==> config.mk <==
export PLATFORM = sky130hd
export DESIGN_NAME = pll_lock_seq_flat
export DESIGN_NICKNAME = d
export VERILOG_FILES = /design/src/rtl/pll_lock_seq_if.sv /design/src/rtl/pll_lock_seq.sv /design/src/flat_wrapper.sv
export SDC_FILE = /design/constraint.sdc
export NUM_CORES = 1
export LEC_CHECK = 0
export ABC_CLOCK_PERIOD_IN_PS = 2700
export BUFFER_PORTS_ARGS = -buffer_cell sky130_fd_sc_hd__buf_2
export CAP_MARGIN = 20
export CORE_ASPECT_RATIO = 1.1
export CORE_MARGIN = 8
export CORE_UTILIZATION = 58
export CTS_CLUSTER_DIAMETER = 200
export DETAILED_ROUTE_END_ITERATION = 16
export PLACE_DENSITY_LB_ADDON = 0.15
export REMOVE_ABC_BUFFERS = 1
export SYNTH_ARGS = -nofsm -noshare
export SYNTH_HDL_FRONTEND = slang
export SYNTH_SLANG_ARGS = --single-unit
export TNS_END_PERCENT = 30
==> constraint.sdc <==
create_clock -name clk -period 2.7 [get_ports clk]
set_input_delay 0.54 -clock clk [delete_from_list [all_inputs] [get_ports clk]]
set_output_delay 0.54 -clock clk [all_outputs]
set_load 0.02 [all_outputs]
==> src/rtl/pll_lock_seq_if.sv <==
// Signal bundle between the PLL lock sequencer and its environment.
// The master side is the sequencer. It samples the lock and restart inputs and drives the PLL
// reset, the downstream reset, and the status outputs. The slave side is the environment, that
// is the PLL and the user logic.
interface pll_lock_seq_if #(
  parameter int RETRY_W = 2
);
  logic               pll_lock_i;
  logic               restart_i;
  logic               pll_reset_o;
  logic               user_rst_n_o;
  logic               pll_ready_o;
  logic               fault_o;
  logic [RETRY_W-1:0] retry_cnt_o;

  modport master (
    input  pll_lock_i, restart_i,
    output pll_reset_o, user_rst_n_o, pll_ready_o, fault_o, retry_cnt_o
  );

  modport slave (
    output pll_lock_i, restart_i,
    input  pll_reset_o, user_rst_n_o, pll_ready_o, fault_o, retry_cnt_o
  );
endinterface

==> src/rtl/pll_lock_seq.sv <==
// PLL lock sequencer, clocked from the PLL reference clock.
// Behaviour:
//   - Holds the PLL in reset for RST_CYCLES cycles.
//   - Waits up to LOCK_TIMEOUT cycles for the synchronised lock signal.
//   - Requires STABLE_CYCLES consecutive locked cycles before it releases the downstream reset.
//   - Retries a failed lock up to MAX_RETRY times, then parks in FAULT.
// Optional feature (macro PLL_LOSS_RECOVER_EN):
//   - Defined: a lock loss in RUN triggers an automatic re-lock with the retry count cleared.
//   - Undefined (default): a lock loss in RUN is treated as fatal and goes to FAULT.
module pll_lock_seq #(
  parameter int RST_CYCLES    = 64,
  parameter int LOCK_TIMEOUT  = 70000,
  parameter int STABLE_CYCLES = 256,
  parameter int MAX_RETRY     = 3,
  parameter int RETRY_W       = 2
) (
  input  logic           clk,
  input  logic           rst_n,
  pll_lock_seq_if.master bus
);

  localparam int CNT_MAX_A = (RST_CYCLES > LOCK_TIMEOUT) ? RST_CYCLES : LOCK_TIMEOUT;
  localparam int CNT_MAX   = (CNT_MAX_A > STABLE_CYCLES) ? CNT_MAX_A : STABLE_CYCLES;
  localparam int CNT_W     = $clog2(CNT_MAX + 1);

  localparam logic [CNT_W-1:0]   RST_LAST     = CNT_W'(RST_CYCLES - 1);
  localparam logic [CNT_W-1:0]   TIMEOUT_LAST = CNT_W'(LOCK_TIMEOUT - 1);
  localparam logic [CNT_W-1:0]   STABLE_LAST  = CNT_W'(STABLE_CYCLES - 1);
  localparam logic [RETRY_W-1:0] RETRY_LIMIT  = RETRY_W'(MAX_RETRY);

  typedef enum logic [2:0] {
    ST_RST_HOLD,
    ST_WAIT_LOCK,
    ST_STABLE,
    ST_RUN,
    ST_FAULT
  } state_e;

  state_e             state_q, state_d;
  logic [CNT_W-1:0]   cnt_q, cnt_d;
  logic [RETRY_W-1:0] retry_q, retry_d;
  logic               sync1_q, sync2_q;
  logic               lock_s;
  logic               pll_reset_q;
  logic               user_rst_n_q;
  logic               pll_ready_q;
  logic               fault_q;

  // Two-flop synchroniser: bring the asynchronous PLL lock into the clk domain.
  always_ff @(posedge clk) begin
    if (!rst_n) begin
      sync1_q <= 1'b0;
      sync2_q <= 1'b0;
    end else begin
      // NOTE: non-blocking assignments make both flops sample old values, forming a real
      // two-stage chain; blocking here would collapse it into a single flop.
      sync1_q <= bus.pll_lock_i;
      sync2_q <= sync1_q;
    end
  end

  assign lock_s = sync2_q;

  // Next-state logic: sequencing, lock timeout, retry accounting and restart priority.
  always_comb begin
    // NOTE: every variable gets a default before any branch so that no path leaves it
    // unassigned, which would infer a latch.
    state_d = state_q;
    cnt_d   = cnt_q + CNT_W'(1);
    retry_d = retry_q;

    if (bus.restart_i) begin
      state_d = ST_RST_HOLD;
      retry_d = '0;
    end else begin
      unique case (state_q)
        ST_RST_HOLD: begin
          if (cnt_q == RST_LAST) state_d = ST_WAIT_LOCK;
        end
        ST_WAIT_LOCK: begin
          // A lock seen on the timeout cycle still wins over the retry.
          if (lock_s) begin
            state_d = ST_STABLE;
          end else if (cnt_q == TIMEOUT_LAST) begin
            if (retry_q < RETRY_LIMIT) begin
              retry_d = retry_q + RETRY_W'(1);
              state_d = ST_RST_HOLD;
            end else begin
              state_d = ST_FAULT;
            end
          end
        end
        ST_STABLE: begin
          if (!lock_s)                   state_d = ST_WAIT_LOCK;
          else if (cnt_q == STABLE_LAST) state_d = ST_RUN;
        end
        ST_RUN: begin
          cnt_d = cnt_q;
          if (!lock_s) begin
`ifdef PLL_LOSS_RECOVER_EN
            state_d = ST_RST_HOLD;
            retry_d = '0;
`else
            state_d = ST_FAULT;
`endif
          end
        end
        ST_FAULT: begin
          cnt_d = cnt_q;
        end
        default: begin
          state_d = ST_RST_HOLD;
        end
      endcase
    end

    // A single counter serves every timed state, so it restarts whenever the state changes.
    // A restart while already in RST_HOLD must also begin a fresh hold period.
    if (bus.restart_i || (state_d != state_q)) cnt_d = '0;
  end

  // FSM registers. The outputs are decoded from the next state, so they are registered and
  // change on the same edge as the state.
  always_ff @(posedge clk) begin
    if (!rst_n) begin
      state_q      <= ST_RST_HOLD;
      cnt_q        <= '0;
      retry_q      <= '0;
      pll_reset_q  <= 1'b1;
      user_rst_n_q <= 1'b0;
      pll_ready_q  <= 1'b0;
      fault_q      <= 1'b0;
    end else begin
      state_q      <= state_d;
      cnt_q        <= cnt_d;
      retry_q      <= retry_d;
      pll_reset_q  <= (state_d == ST_RST_HOLD) || (state_d == ST_FAULT);
      user_rst_n_q <= (state_d == ST_RUN);
      pll_ready_q  <= (state_d == ST_RUN);
      fault_q      <= (state_d == ST_FAULT);
    end
  end

  assign bus.pll_reset_o  = pll_reset_q;
  assign bus.user_rst_n_o = user_rst_n_q;
  assign bus.pll_ready_o  = pll_ready_q;
  assign bus.fault_o      = fault_q;
  assign bus.retry_cnt_o  = retry_q;

endmodule

==> src/flat_wrapper.sv <==
// flat-port wrapper written by rule: the top's interface ports become plain ports
module pll_lock_seq_flat 
#(
  parameter int RST_CYCLES    = 64,
  parameter int LOCK_TIMEOUT  = 70000,
  parameter int STABLE_CYCLES = 256,
  parameter int MAX_RETRY     = 3,
  parameter int RETRY_W       = 2
)
  (clk, rst_n, bus_pll_lock_i, bus_restart_i, bus_pll_reset_o, bus_user_rst_n_o, bus_pll_ready_o, bus_fault_o, bus_retry_cnt_o);
  pll_lock_seq_if #(.RETRY_W(RETRY_W)) bus_i ();
  input  logic clk;
  input  logic rst_n;
  input wire logic [$bits(bus_i.pll_lock_i)-1:0] bus_pll_lock_i;
  input wire logic [$bits(bus_i.restart_i)-1:0] bus_restart_i;
  output wire logic [$bits(bus_i.pll_reset_o)-1:0] bus_pll_reset_o;
  output wire logic [$bits(bus_i.user_rst_n_o)-1:0] bus_user_rst_n_o;
  output wire logic [$bits(bus_i.pll_ready_o)-1:0] bus_pll_ready_o;
  output wire logic [$bits(bus_i.fault_o)-1:0] bus_fault_o;
  output wire logic [$bits(bus_i.retry_cnt_o)-1:0] bus_retry_cnt_o;
  assign bus_i.pll_lock_i = bus_pll_lock_i;
  assign bus_i.restart_i = bus_restart_i;
  assign bus_pll_reset_o = bus_i.pll_reset_o;
  assign bus_user_rst_n_o = bus_i.user_rst_n_o;
  assign bus_pll_ready_o = bus_i.pll_ready_o;
  assign bus_fault_o = bus_i.fault_o;
  assign bus_retry_cnt_o = bus_i.retry_cnt_o;
  pll_lock_seq #(.RST_CYCLES(RST_CYCLES), .LOCK_TIMEOUT(LOCK_TIMEOUT), .STABLE_CYCLES(STABLE_CYCLES), .MAX_RETRY(MAX_RETRY), .RETRY_W(RETRY_W)) u_core (.clk(clk), .rst_n(rst_n), .bus(bus_i));
endmodule
==> metrics.log <==
INFO  metric syn_area = 1358 um2
INFO  metric detailedRoute.firstPassIterationCount = 4
INFO  metric synth.lib_cells_used.distinct = 38
INFO  metric count_of_instances_resized_after_the_clock_tree_is_built = 0
INFO  metric route.detailed.vias_per_inst = 5.844
INFO  metric power = 0.5968 mW
INFO  metric worst_hold_path_type = in -> reg
INFO  metric top_level_ports = 10
INFO  metric final.min_clock_period = 2.222 ns
INFO  metric ir_worst_vdd = 0.4143 mV
INFO  metric final_design_area_no_fill = 1408 um2
INFO  metric cts_buffers = 3
INFO  metric sequential_cell_area = 540.5 um2
INFO  metric worst_path_max_delay_cell = sky130_fd_sc_hd__or3_1
INFO  metric gr_util_met3 = 2.517%
INFO  metric largest_net_degree_at_the_start_of_global_routing = 18
INFO  metric overall_global_routing_usage = 13.50%
INFO  metric fp-row-count = 18
INFO  metric timing.fmax = 450.1 MHz
INFO  metric avgSynthCellArea = 9.298 um2
INFO  metric multiInputGateArea = 754.5 um2
INFO  metric grt_setup_unrepaired = no
INFO  metric postSynth.asyncResetShare = 0%
INFO  metric drtIter0Drc = 29
INFO  metric cts_tree = built
INFO  metric initial_core_util = 60.89%
INFO  metric static-leakage-power = 0.5104 nW
INFO  metric placement.cell_area = 1381 um2
INFO  metric powerDensity = 424.0 nW/um2
INFO  metric delay_heaviest_family_cp = simple AND/OR/NAND/NOR gates
INFO  metric ys_dominant_reg_cell = sky130_fd_sc_hd__dfxtp_1
INFO  metric seq_area_frac_synth = 39.82%
INFO  metric die_width = 62.13 um
INFO  metric setup_crit_start_kind = flop
INFO  metric worst_hold_startpoint = bus_pll_lock_i
INFO  metric via_count_of_the_first_global_routing_pass = 1003
INFO  metric setup_ws = 0.4781 ns
INFO  metric h-tree-depth = 1
INFO  metric design.die.area = 4147 um2
INFO  metric worstSkewPairLatency = 0.33 ns
INFO  metric antenna_found_initial = 0
INFO  metric worst_clock_skew = 0.005117 ns
INFO  metric synthTopCellsByCount = 27 x sky130_fd_sc_hd__dfxtp_1, 14 x sky130_fd_sc_hd__xor2_1, 13 x sky130_fd_sc_hd__nor2_1, 12 x sky130_fd_sc_hd__nand4_1, 10 x sky130_fd_sc_hd__a211oi_1
INFO  metric run_status = completed
INFO  metric dpl.hpwl = 1941 um
INFO  metric cts_setup_buffers = 0
INFO  metric num-fill-cells = 194
INFO  metric groute.layer.met1.usage = 17.30%
INFO  metric clockRootBuffer = sky130_fd_sc_hd__clkbuf_4
INFO  metric timing_worst_setup_path_type = reg -> reg
INFO  metric cp_data_required_time = 2.95 ns
INFO  metric final-max-slew-violation-count = 0
INFO  metric postSynthCellCount = 146
INFO  metric worstSetupEndpointType = flop
INFO  metric timing.critical_path.buf_inv = 0
INFO  metric post_synthesis_cell_type_with_the_largest_combined_area = sky130_fd_sc_hd__dfxtp_1
INFO  metric layout.cells.non_filler = 180
INFO  metric synth_top_area_share = 39.82%
INFO  metric setup_viol = 0
INFO  metric detailroute.via_count = 1052
INFO  metric cp_slowest_stage_delay = 0.50 ns
INFO  metric fin_nets = 157
INFO  metric gpl.final_weighted_congestion = 0.8319
INFO  metric synth_enable_flop_cells = 0
INFO  metric cp.arrival = 2.48 ns
INFO  metric maximum_fanout_along_the_worst_path = 10
INFO  metric final_min_period_over_clock_period = 82.29%
INFO  metric gr-usage-met2 = 20.18%
INFO  metric detail_route.drc_violations = 0
INFO  metric holdWs = 0.4056 ns
INFO  metric cts_hold_repair.buffers = 0
INFO  metric synth_top_cells_by_area = sky130_fd_sc_hd__dfxtp_1 40%, sky130_fd_sc_hd__xor2_1 9.0%, sky130_fd_sc_hd__a211oi_1 5.5%, sky130_fd_sc_hd__nand4_1 5.5%, sky130_fd_sc_hd__nor2_1 3.6%
INFO  metric fraction_of_layout_cells_with_a_size_suffix_above_1 = 11.33%
INFO  metric n_antenna_cell = 0
INFO  metric pre_cts_slack = 0.5175 ns
INFO  metric finalCoreUtilization = 63.13%
INFO  metric fp.dieH = 66.74 um
INFO  metric critPathLaunch = u_core.cnt_q[0]
INFO  metric wl = 2633 um
INFO  metric timing_hold_violations_final = 0
INFO  metric area_growth_syn_to_layout = 3.687%
INFO  metric placed_cells = 176
INFO  metric worst_slew_pin_slew = 0.6869 ns
INFO  metric ys_warn_count = 0
INFO  metric drtAntennaViolNets = 0
INFO  metric cap_violations = 0
INFO  metric postSynthRegisterBits = 27
INFO  metric fp.coreArea = 2230 um2
INFO  metric grt_most_used_layer = met2
INFO  metric totalNegativeSetupSlack = 0 ns
INFO  metric clock_sinks = 27
INFO  metric port_buffers = 9
INFO  metric max-clock-path-buffers = 2
INFO  metric cts.clk_slew.worst_paths = 0.14 ns
INFO  metric routedWlPerCell = 14.63 um
INFO  metric cp_cell_sequence = ha_1, and4bb_2, and4_4, nor3_2, or3_1, a211oi_1
INFO  metric grt_first_pass_wirelength = 4526 um
INFO  metric grt.overflow.total = 0
INFO  metric yosys.cell_count.top_type = sky130_fd_sc_hd__dfxtp_1
INFO  metric timing.slew.headroom = 53.90%
INFO  metric rr_startpoint = u_core.cnt_q[0]
==> where the power goes <==
| group | total [mW] | switching [mW] | internal [mW] |
|---|---|---|---|
| Clock | 0.176 | 0.118 | 0.0580 |
| Combinational | 0.0173 | 0.0107 | 0.00667 |
| Sequential | 0.404 | 0.00259 | 0.401 |
==> final timing paths <==
| kind | endpoint | slack, ns | cells past startpoint |
|---|---|---|---|
| max | u_core.cnt_q[4] | 0.48 | 6 |
| min reg2reg | u_core.lock_s | 0.46 | 1 |
| max reg2reg | u_core.cnt_q[4] | 0.48 | 6 |
| min | u_core.sync1_q | 0.41 | 2 |
==> worst register-to-register path, cell delays in order (launching register included) <==
cell	delay, ns
sky130_fd_sc_hd__dfxtp_1	0.43
sky130_fd_sc_hd__ha_1	0.35
sky130_fd_sc_hd__and4bb_2	0.29
sky130_fd_sc_hd__and4_4	0.23
sky130_fd_sc_hd__nor3_2	0.05
sky130_fd_sc_hd__or3_1	0.51
sky130_fd_sc_hd__a211oi_1	0.29
==> metal layers <==
metal  vias up  wire, um
met2        23      1137
met4         0        55
li1        542         -
met3         5        85
met5         -         0
met1       482      1355
==> cell families after synthesis <==
group           share of synthesized area [%]
fa+ha+maj                               1.843
flops                                   39.82
buf+inv                                 4.608
xor+xnor                                11.61
mux                                     1.475
simple gates                            30.41
compound gates                          10.23
==> flip-flops by register name, summed over array words and instances (netlist names) <==
signal	count
u_core.cnt_q	17
u_core.state_q	3
u_core.bus.retry_cnt_o	2
u_core.bus.fault_o	1
u_core.bus.pll_reset_o	1
u_core.bus.user_rst_n_o	1
u_core.lock_s	1
u_core.sync1_q	1
==> area by class of cell <==
| class | instances | share of cell area (%) |
|---|---|---|
| clock buffer | 4 | 1.867 |
| sequential | 27 | 38.40 |
| tap | 30 | 2.667 |
| inverter | 1 | 0.2667 |
| multi-input combinational | 109 | 53.60 |
| timing repair buffer | 9 | 3.200 |
==> cells in the final DEF (no fill, tap or decap), drive strengths merged, types with 2 or more instances in the layout <==
cell type,netlist,final
and4bb,2,2
xnor2,4,4
and2,5,5
nand3,5,5
buf,8,9
nor3b,2,2
nor3,4,4
a21o,2,2
a21oi,3,3
a211oi,10,10
nor2,13,13
nand3b,2,2
xor2,14,14
clkbuf,1,4
o21ai,2,2
nand2,5,5
ha,2,2
and3,6,6
mux2i,2,2
nor4,3,3
nand4,12,12
nand2b,2,2
and4,3,3
dfxtp,27,27
Note: power is estimated with default switching activity, not from simulation.
